File: config.mk
export PLATFORM = sky130hd
export DESIGN_NAME = gray_arbiter
export DESIGN_NICKNAME = d
export VERILOG_FILES = /design/src/rtl/gray_arb_pkg.sv /design/src/rtl/gray_step.sv /design/src/rtl/gray_arbiter.sv
export SDC_FILE = /design/constraint.sdc
export NUM_CORES = 1
export LEC_CHECK = 0
export ABC_AREA = 1
export CAP_MARGIN = 20
export CORE_ASPECT_RATIO = 1.5
export CORE_MARGIN = 4
export CORE_UTILIZATION = 57
export CTS_BUF_LIST = sky130_fd_sc_hd__clkbuf_4 sky130_fd_sc_hd__clkbuf_8
export DETAILED_ROUTE_END_ITERATION = 16
export PLACE_DENSITY = 0.95
export SKIP_LAST_GASP = 1
export SLEW_MARGIN = 30
export SYNTH_ARGS = -nofsm -noshare
export SYNTH_HDL_FRONTEND = slang
export SYNTH_HIERARCHICAL = 1
export SYNTH_SLANG_ARGS = --single-unit
File: constraint.sdc
create_clock -name Clk -period 4.2 [get_ports Clk]
set_input_delay 0.42 -clock Clk [delete_from_list [all_inputs] [get_ports Clk]]
set_output_delay 0.42 -clock Clk [all_outputs]
set_load 0.005 [all_outputs]
File: src/rtl/gray_arb_pkg.sv
// Shared types and constants for the Gray-code counter arbiter.
// Used by gray_step and gray_arbiter.
package gray_arb_pkg;

    typedef enum logic {
        IDLE = 1'b0,
        RUN  = 1'b1
    } arb_state_t;

    // Successor of each 3-bit Gray value, indexed by the current value.
    localparam logic [2:0] GRAY_NEXT [8] = '{3'd1, 3'd3, 3'd6, 3'd2, 3'd0, 3'd4, 3'd7, 3'd5};
    localparam logic [2:0] GRAY_WRAP_FROM = 3'd4;

    function automatic logic [2:0] inc_idx(input logic [2:0] idx, input int n);
        return (int'(idx) == n - 1) ? 3'd0 : idx + 3'd1;
    endfunction

endpackage

File: src/rtl/gray_step.sv
// 3-bit Gray step register: advances one code per enabled cycle.
// Wrap flags the step out of GRAY_WRAP_FROM back to zero.
module gray_step
    import gray_arb_pkg::*;
(
    input  logic       Clk,
    input  logic       Reset,
    input  logic       En,
    input  logic       Clr,
    output logic [2:0] Value,
    output logic       Wrap
);

    always_ff @(posedge Clk or negedge Reset) begin
        if (!Reset) begin
            Value <= 3'd0;
        end else if (Clr) begin
            Value <= 3'd0;
        end else if (En) begin
            Value <= GRAY_NEXT[Value];
        end
    end

    assign Wrap = En && !Clr && (Value == GRAY_WRAP_FROM);

endmodule

File: src/rtl/gray_arbiter.sv
// Grants one requester at a time a burst of Gray counter steps.
// Define GRAY_ARB_FIXED_PRIO_EN for lowest-index-wins selection; default is round-robin.
module gray_arbiter
    import gray_arb_pkg::*;
#(
    parameter int NREQ  = 4,
    parameter int CNT_W = 4
)
(
    input  logic                  Clk,
    input  logic                  Reset,
    input  logic [NREQ-1:0]       Req,
    input  logic [NREQ*CNT_W-1:0] Steps,
    input  logic                  Clr,
    output logic [NREQ-1:0]       Grant,
    output logic                  Busy,
    output logic                  Done,
    output logic                  Abort,
    output logic [2:0]            Done_id,
    output logic [2:0]            Output,
    output logic                  Overflow
);

    // Handshake: Req[i] is a level the client holds until it sees Done or Abort
    // with Done_id == i; Grant[i] marks the current owner; dropping Req while
    // granted aborts the burst on the next edge without stepping the counter.

    arb_state_t       state, state_n;
    logic [2:0]       owner, owner_n, ptr, ptr_n, sel, done_id_n;
    logic [CNT_W-1:0] rem, rem_n;
    logic [NREQ-1:0]  grant_n;
    logic             busy_n, done_n, abort_n, overflow_n;
    logic             step_en, wrap, sel_found;
    logic [7:0]       req8;
    logic [CNT_W-1:0] steps8 [8];

    for (genvar g = 0; g < 8; g++) begin : g_unpack
        if (g < NREQ) begin : g_used
            assign req8[g]   = Req[g];
            assign steps8[g] = Steps[g*CNT_W +: CNT_W];
        end else begin : g_pad
            assign req8[g]   = 1'b0;
            assign steps8[g] = '0;
        end
    end

    always_comb begin
        sel       = 3'd0;
        sel_found = 1'b0;
`ifdef GRAY_ARB_FIXED_PRIO_EN
        for (int i = NREQ - 1; i >= 0; i--) begin
            if (req8[3'(i)]) sel = 3'(i);
        end
`else
        for (int i = 0; i < NREQ; i++) begin
            if (!sel_found && req8[3'((int'(ptr) + i) % NREQ)]) begin
                sel       = 3'((int'(ptr) + i) % NREQ);
                sel_found = 1'b1;
            end
        end
`endif
    end

    assign step_en = (state == RUN) && req8[owner] && !Clr;

    gray_step u_step (
        .Clk   (Clk),
        .Reset (Reset),
        .En    (step_en),
        .Clr   (Clr),
        .Value (Output),
        .Wrap  (wrap)
    );

    always_comb begin
        state_n    = state;
        owner_n    = owner;
        rem_n      = rem;
        ptr_n      = ptr;
        grant_n    = Grant;
        busy_n     = Busy;
        done_n     = 1'b0;
        abort_n    = 1'b0;
        done_id_n  = Done_id;
        overflow_n = Overflow;

        if (Clr)       overflow_n = 1'b0;
        else if (wrap) overflow_n = 1'b1;

        case (state)
            IDLE: begin
                if (|Req) begin
                    rem_n   = steps8[sel];
                    owner_n = sel;
                    if (steps8[sel] != '0) begin
                        grant_n = NREQ'(1) << sel;
                        busy_n  = 1'b1;
                        state_n = RUN;
                    end else begin
                        // Zero-length request completes without ever owning the counter.
                        done_n    = 1'b1;
                        done_id_n = sel;
                        ptr_n     = inc_idx(sel, NREQ);
                    end
                end
            end
            RUN: begin
                if (!req8[owner]) begin
                    abort_n   = 1'b1;
                    done_id_n = owner;
                    grant_n   = '0;
                    busy_n    = 1'b0;
                    ptr_n     = inc_idx(owner, NREQ);
                    state_n   = IDLE;
                end else if (!Clr) begin
                    rem_n = rem - CNT_W'(1);
                    if (rem == CNT_W'(1)) begin
                        done_n    = 1'b1;
                        done_id_n = owner;
                        grant_n   = '0;
                        busy_n    = 1'b0;
                        ptr_n     = inc_idx(owner, NREQ);
                        state_n   = IDLE;
                    end
                end
            end
        endcase

`ifdef GRAY_ARB_FIXED_PRIO_EN
        ptr_n = 3'd0;
`endif
    end

    always_ff @(posedge Clk or negedge Reset) begin
        if (!Reset) begin
            state    <= IDLE;
            owner    <= 3'd0;
            rem      <= '0;
            ptr      <= 3'd0;
            Grant    <= '0;
            Busy     <= 1'b0;
            Done     <= 1'b0;
            Abort    <= 1'b0;
            Done_id  <= 3'd0;
            Overflow <= 1'b0;
        end else begin
            state    <= state_n;
            owner    <= owner_n;
            rem      <= rem_n;
            ptr      <= ptr_n;
            Grant    <= grant_n;
            Busy     <= busy_n;
            Done     <= done_n;
            Abort    <= abort_n;
            Done_id  <= done_id_n;
            Overflow <= overflow_n;
        end
    end

endmodule

Word level (Yosys, flattened, before mapping)
Memory sizes are Yosys's and may differ from the RTL's.
Cells that the tools add are included.
{"block": "totals", "register_bits": 24, "latchBits": 0, "mem_bits_rw": 0, "mem_bits_ro": 24, "in_bits": 23, "elab_cells": 138, "memories": 1}
{"block": "classes", "addsub": 6, "n_mul": 0, "n_div": 0, "n_lt_le_gt_ge": 7, "eq_ne": 11, "shift": 1, "mux": 73, "bitwise_logic": 6, "reduce_logical": 22}
{"name": "(name not given)", "words": 8, "word_bits": 3, "rd": 1, "rd_ports_with_merged_regs": 0, "write_ports": 0, "line": "gray_step.sv:20", "rtl": "Value <= GRAY_NEXT[Value];"}
{"operator": "2-to-1 mux 4 bit", "n": 10}
{"operator": "2-to-1 mux 3 bit", "n": 12}
{"operator": "2-to-1 mux 1 bit", "n": 30}
{"operator": "2-to-1 mux 2 bit", "n": 8}
{"operator": "case mux 4 bit (2 select lines)", "n": 2}
{"operator": "less-than comparator 3 x 5 -> 1 bit, second input constant", "n": 3}
{"operator": "binary-select mux 1 bit (select 3 bit)", "n": 4}
{"operator": "binary-select mux 4 bit (select 3 bit)", "n": 1}
{"operator": "== test 3 bit, second input constant", "n": 3}
{"operator": "greater-or-equal comparator 4 bit, second input constant", "n": 2}
{"operator": "!= test 2 bit, second input constant", "n": 4}
{"operator": "NOT 3 -> 4 bit", "n": 2}
{"operator": "AND reduction 4 bit", "n": 2}
{"operator": "logical AND 1 bit", "n": 7}
{"operator": "adder 2 x 1 -> 2 bit, second input constant", "n": 3}
{"operator": "case mux 1 bit (2 select lines)", "n": 3}
{"operator": "case mux 3 bit (2 select lines)", "n": 1}
{"operator": "OR reduction 2 bit", "n": 3}
{"operator": "adder 2 bit, second input constant", "n": 2}
{"operator": "== test 4 x 1 -> 1 bit, second input constant", "n": 1}
{"operator": "zero test 1 bit", "n": 4}
{"operator": "less-than comparator 2 x 4 -> 1 bit, second input constant", "n": 1}
{"operator": "less-than comparator 3 x 4 -> 1 bit, second input constant", "n": 1}
{"operator": "case mux 2 bit (2 select lines)", "n": 1}
{"operator": "13 further kinds", "n": 16}

Depth between registers and ports, before layout
{"block": "depth", "depth_word": 22, "mapped_depth": 21, "mapped_depth_nobuf": 19}

Hierarchy
The synthesis kept the hierarchy.
{"module": "gray_arbiter", "instances": 1, "cells_each": 213, "area_each_um2": 1551.5, "seq_area_each_um2": 475.5}
{"module": "gray_step", "instances": 1, "cells_each": 26, "area_each_um2": 176.4, "seq_area_each_um2": 75.1}

Worst setup path after synthesis
OpenSTA, ideal clock, no wires.
{"block": "synth_timing", "kind": "flip-flop to flip-flop", "from": "register ptr[0]", "to": "register ptr[1]", "setup_time_ps": 117, "arrival_time_ps": 1931, "required_time_ps": 4083, "path_slack_ps": 2152, "stages_incl_launch_ff": 18, "cell_sequence": "dfrtp_1 -> buf_6 -> inv_8 -> nand2_2 -> and2_4 -> a21oi_4 -> nand4_4 -> nand2_2 -> buf_8 -> nand2_2 -> nand3_1 -> nand2_1 -> nor2_4 -> nand2_4 -> nand2_4 -> nand2_2 -> nand2_1 -> nand2_1"}
{"block": "synth_via", "elab_chain_cells": 21}
{"item": "from (decl)", "line": "gray_arbiter.sv:29", "rtl": "logic [2:0] owner, owner_n, ptr, ptr_n, sel, done_id_n;"}
{"item": "from (signal assigned)", "line": "gray_arbiter.sv:150", "rtl": "ptr <= ptr_n;"}
{"item": "adder 2 x 1 -> 2 bit", "line": "gray_arbiter.sv:56, gray_arbiter.sv:57"}
{"item": "OR reduction 2 bit (no source line)"}
{"item": "bitwise AND 1 bit (no source line)"}
{"item": "binary-select mux 1 bit (select 3 bit)", "line": "gray_arbiter.sv:56", "rtl": "if (!sel_found && req8[3'((int'(ptr) + i) % NREQ)]) begin"}
{"item": "2-to-1 mux 1 bit (implied by the code) (2 in a row)", "line": "gray_arbiter.sv:56"}
{"item": "logical AND 1 bit", "line": "gray_arbiter.sv:56"}
{"item": "2-to-1 mux 1 bit", "line": "gray_arbiter.sv:56"}
{"item": "zero test 1 bit", "line": "gray_arbiter.sv:56"}
{"item": "(+4 left out)"}
{"item": "2-to-1 mux 3 bit (*)", "line": "gray_arbiter.sv:56"}
{"item": "named net sel[0]", "line": "gray_arbiter.sv:29"}
{"item": "NOT 3 -> 4 bit (implied by the code)", "line": "gray_arbiter.sv:95", "rtl": "if (steps8[sel] != '0) begin"}
{"item": "binary-select mux 4 bit (select 3 bit)", "line": "gray_arbiter.sv:95"}
{"item": "2-to-1 mux 4 bit (implied by the code) (2 in a row)", "line": "gray_arbiter.sv:95"}
{"item": "nonzero test 4 bit", "line": "gray_arbiter.sv:95"}
{"item": "!= test 2 bit (no source line)"}
{"item": "AND reduction 4 bit (no source line)"}
The timed path passes the listed nets; every way through them passes the cells marked *. The select of a mux whose other input is x is not followed.
A chain may end at the register's enable or synchronous reset.

Worst setup path after layout
{"block": "layout_timing", "from": "register ptr[0]", "to": "register ptr[0]"}
{"block": "layout_via", "elab_chain_cells": 21}
{"item": "adder 2 x 1 -> 2 bit", "line": "gray_arbiter.sv:56, gray_arbiter.sv:57"}
{"item": "OR reduction 2 bit (no source line)"}
{"item": "bitwise AND 1 bit (no source line)"}
{"item": "binary-select mux 1 bit (select 3 bit)", "line": "gray_arbiter.sv:56"}
{"item": "2-to-1 mux 1 bit (implied by the code) (2 in a row)", "line": "gray_arbiter.sv:56"}
{"item": "logical AND 1 bit", "line": "gray_arbiter.sv:56"}
{"item": "2-to-1 mux 1 bit", "line": "gray_arbiter.sv:56"}
{"item": "zero test 1 bit", "line": "gray_arbiter.sv:56"}
{"item": "(+3 left out)"}
{"item": "logical AND 1 bit", "line": "gray_arbiter.sv:56"}
{"item": "2-to-1 mux 3 bit (*)", "line": "gray_arbiter.sv:56"}
{"item": "NOT 3 -> 4 bit (implied by the code)", "line": "gray_arbiter.sv:95"}
{"item": "binary-select mux 4 bit (select 3 bit)", "line": "gray_arbiter.sv:95"}
{"item": "2-to-1 mux 4 bit (implied by the code) (2 in a row)", "line": "gray_arbiter.sv:95"}
{"item": "nonzero test 4 bit", "line": "gray_arbiter.sv:95"}
{"item": "!= test 2 bit (no source line)"}
{"item": "AND reduction 4 bit (no source line)"}
Mark *: on every way between the ends. The rest lies on a longest branch, timed or not. The select of a mux whose other input is x is not followed.

==> summary.md <==
The flow ran to the end, and the final reports show no timing, DRC or antenna violations. By area, the combinational part of the netlist is dominated by simple AND/OR/NAND/NOR gates. For the worst-skew pair, the clock arrives at the later sink with an insertion delay of 0.26 ns. For the number of buffers inserted during clock tree synthesis, the log shows 3. The share of post-route cells with drive strength above 1 is 0.165, and the via count is 1602. Detailed placement ended at an HPWL of 2.89 mm. At the pin with the least slew margin, the transition time is 0.563 ns. The per-cell routed wire length was 11.6 um. Leaving out fill and tap cells, the most frequent cell in the layout is sky130_fd_sc_hd__nand2_1. The run gives 0 as the number of violations of the max-capacitance limit. The final period utilization is 0.604.

In the synthesized netlist, the number of instances is 239. The initial core utilization is 0.593. For the tightest slew margin relative to the limit, the log shows 0.624. For this design the ratio of total power to cell area is 801 mW/mm^2. Once detail routing completed, the nets flagged for antenna violations numbered 0. The number of remaining DRC errors is 0, and the area of the mapped netlist is 0.00173 sq mm. The worst setup path is of the register to register kind. In this run the post-CTS setup repair buffer count came out at 0.

The tools report the element type at the critical path end as a register. The sequential fraction of the synthesis area is 0.319, and the clock sink total is 22. The clock passes through at most 2 buffers. The signal on the critical path passes through nand2_1, o21ai_2, nand2_1, nand2_2, nand3_1, nand2_2, nand2_4, nand2_2, nand2_2, nand3_1, nand2_1, nor2_4, nand2_4, nand2_4, nand2_2, nand2_1, nand2_1. From left edge to right edge, the die measures 53.0 um. The cell taking the most area after synthesis is sky130_fd_sc_hd__dfrtp_1. The routed design has 3.61 mm of wire. TritonCTS built the clock tree. Once layout is done, the placed cells without fillers occupy 0.00213 sq mm. The tools report the H-tree level count as 1. Across the VDD grid, the largest voltage drop is 521 uV. The number of endpoints with negative hold slack in the final report was 0.

Biggest cell delay along the critical path: 0.68 ns. Post-cts hold buffer count: 0. The routed design could run at a clock period as short as 2.54 ns. The library cell used as clock root buffer was sky130_fd_sc_hd__clkbuf_8. For the initial antenna violation count, the log shows 0. The floorplan step set the die height to 75.4 um.

The tightest min-delay check is of the primary input to asynchronous set/reset pin type. Setup total negative slack on the finished layout was measured at 0 ns. The worst setup path is launched from a register. The tools report the placed standard-cell area as 0.00208 sq mm. The maximum clock frequency is 394 MHz. The post-synthesis mux area share is 0, and the flip-flop and latch count after synthesis is 22. 37 I/O pins were placed. Share of the synthesized area in compound gates (AO/OA/AOI/OAI): 0.0825. After synthesis, the mean cell area works out to 7.23 sq um. The reported leakage power is 1.09 nW, and the routed via count divided by cell count is 5.13. The run gives 0.00399 sq mm as the overall die area. After global routing the overflow that remains totals 0. 0 antenna diodes ended up in the layout. Synthesis instantiated 33 different standard cells from the library. The adder-cell area share of the yosys netlist came out at 0.0507. After floorplanning, the core was sized to cover 0.00291 sq mm. For the total routing resource utilization after global routing, the log shows 0.196. The fraction of the mapped netlist area in simple logic gates is 0.429. The via count of the first global-routing pass was 1448; the number of max-slew violations in the final report was 0.

After clock tree synthesis, the clock-pin slew on the worst setup and hold paths is 0.07 ns. The port buffer count was 35. The detailed-routing iteration count for the pre-antenna-repair pass is 5. The detailed router finished its first iteration with 20 violations.

In the final design database the tool counted 304 nets. On the final layout, the worst clock skew is 0.00233 ns. The number of gates resized after CTS was 0. When the netlist entered floorplanning its net count stood at 269. The largest fanout on the critical path was 12.

The area added between synthesis and finish was 23.5%. Once layout is complete, the cells apart from fillers number 312. The logs give 0 for the number of failing setup endpoints in the final timing report and 2.69 ns for the data arrival time of the critical path.

In the layout the commonest cells are 64 x sky130_fd_sc_hd__nand2_1, 34 x sky130_fd_sc_hd__clkdlybuf4s50_1, 33 x sky130_fd_sc_hd__inv_1, 27 x sky130_fd_sc_hd__nand3_1, 22 x sky130_fd_sc_hd__dfrtp_1. The critical path required time was 4.36 ns; the Yosys warning count was 6. The cell with the largest stage delay on the worst path is sky130_fd_sc_hd__dfrtp_1. For the pin count of the biggest net entering global routing, the log shows 23. Yosys attributes the largest share of cell area to sky130_fd_sc_hd__dfrtp_1 32%, sky130_fd_sc_hd__nand2_1 14%, sky130_fd_sc_hd__nand3_1 7.8%.

The total placed cells including tap cells is 308. The floorplan has 24 rows. The XOR/XNOR share of the synthesized area came out at 0.0101. The first global-routing pass estimated 5.89 mm of wire.

The proportion of netlist area held by the largest area contributor was 0.319. Setup repair after global routing left no endpoint under its margin. The final weighted congestion in routability-driven placement is 0.867.
## report_power, final
group	leakage, nW	total, W	switching [W]	internal, W
combinational	0.782	0.00117	0.000733	0.000439
clock	0.0288	0.000150	0.0000660	0.0000836
sequential	0.280	0.000388	0.0000889	0.000299
total	1.09	0.00171	0.000888	0.000821
## cell type report
type	instances	area (sq um)
fillers	222	778
multi-input cells	176	992
well taps	39	48.8
flip-flops and latches	22	551
repair buffers	35	345
inverters	36	143
clock buffers	4	55.1
## sequential cells by signal, indices dropped and copies added (netlist names)
name / cells
Abort: 1
Busy: 1
Done: 1
Done_id: 2
Grant: 4
Overflow: 1
owner: 2
ptr: 2
rem: 4
state: 1
u_step/Value: 3
## synthesized netlist by cell type (all sizes together)
master  number
a21oi       11
nand3       31
xnor2        2
nand2       87
o21ai       13
nor2        14
clkbuf       1
nand4        1
ha           7
buf          4
nand3b       4
inv         36
dfrtp       22
and2         1
conb         1
nor3         2
nor4         1
a22oi        1
## critical path: cells and delay by family (launching register included)
kind,cells,cell delay [ns]
flops,1,0.68
compound gates,1,0.11
simple gates,16,1.64
## layer usage
layer,GRT usage,part of all wire,up-vias
met1,0.220,0.39,718
met4,0.114,0.030,0
li1,-,-,820
met5,0,0,-
met2,0.348,0.53,53
met3,0.0254,0.051,11
## path summary, 6_finish.rpt
| kind | cells past startpoint | slack, ns | start | end |
|---|---|---|---|---|
| max in group asynchronous | 1 | 3.79 | Reset | Done_id[1]$_DFFE_PN0P_ |
| max | 17 | 1.66 | ptr[0]$_DFFE_PN0P_ | ptr[0]$_DFFE_PN0P_ |
| max reg2reg | 17 | 1.66 | ptr[0]$_DFFE_PN0P_ | ptr[0]$_DFFE_PN0P_ |
| min in group Clk | 2 | 0.48 | Grant[3]$_DFFE_PN0P_ | Grant[3]$_DFFE_PN0P_ |
| min | 1 | 0.09 | Reset | u_step/Value[2]$_DFFE_PN0P_ |
| min reg2reg | 2 | 0.48 | Grant[3]$_DFFE_PN0P_ | Grant[3]$_DFFE_PN0P_ |
## per-stage QoR
stage | utilization | hold slack, ns | power [W] | setup WS (ns)
3_5_place_dp | 0.716 | 0.462 | 0.00155 | 1.42
4_1_cts | 0.735 | 0.480 | 0.00171 | 1.67
6_report | 0.733 | 0.0947 | 0.00171 | 1.66
3_3_place_gp | 0.716 | 0.456 | 0.00151 | 1.50
5_1_grt | 0.733 | 0.134 | 0.00188 | 1.40
2_1_floorplan | - | 0.124 | 0.00133 | 2.15
## logic make-up after synthesis
| group | Yosys count |
|---|---|
| simple gates | 141 |
| buf+inv | 41 |
| compound gates | 25 |
| xor+xnor | 2 |
| other cells | 1 |
| fa+ha+maj | 7 |
| flops | 22 |
(Power assumes the default switching activity.)
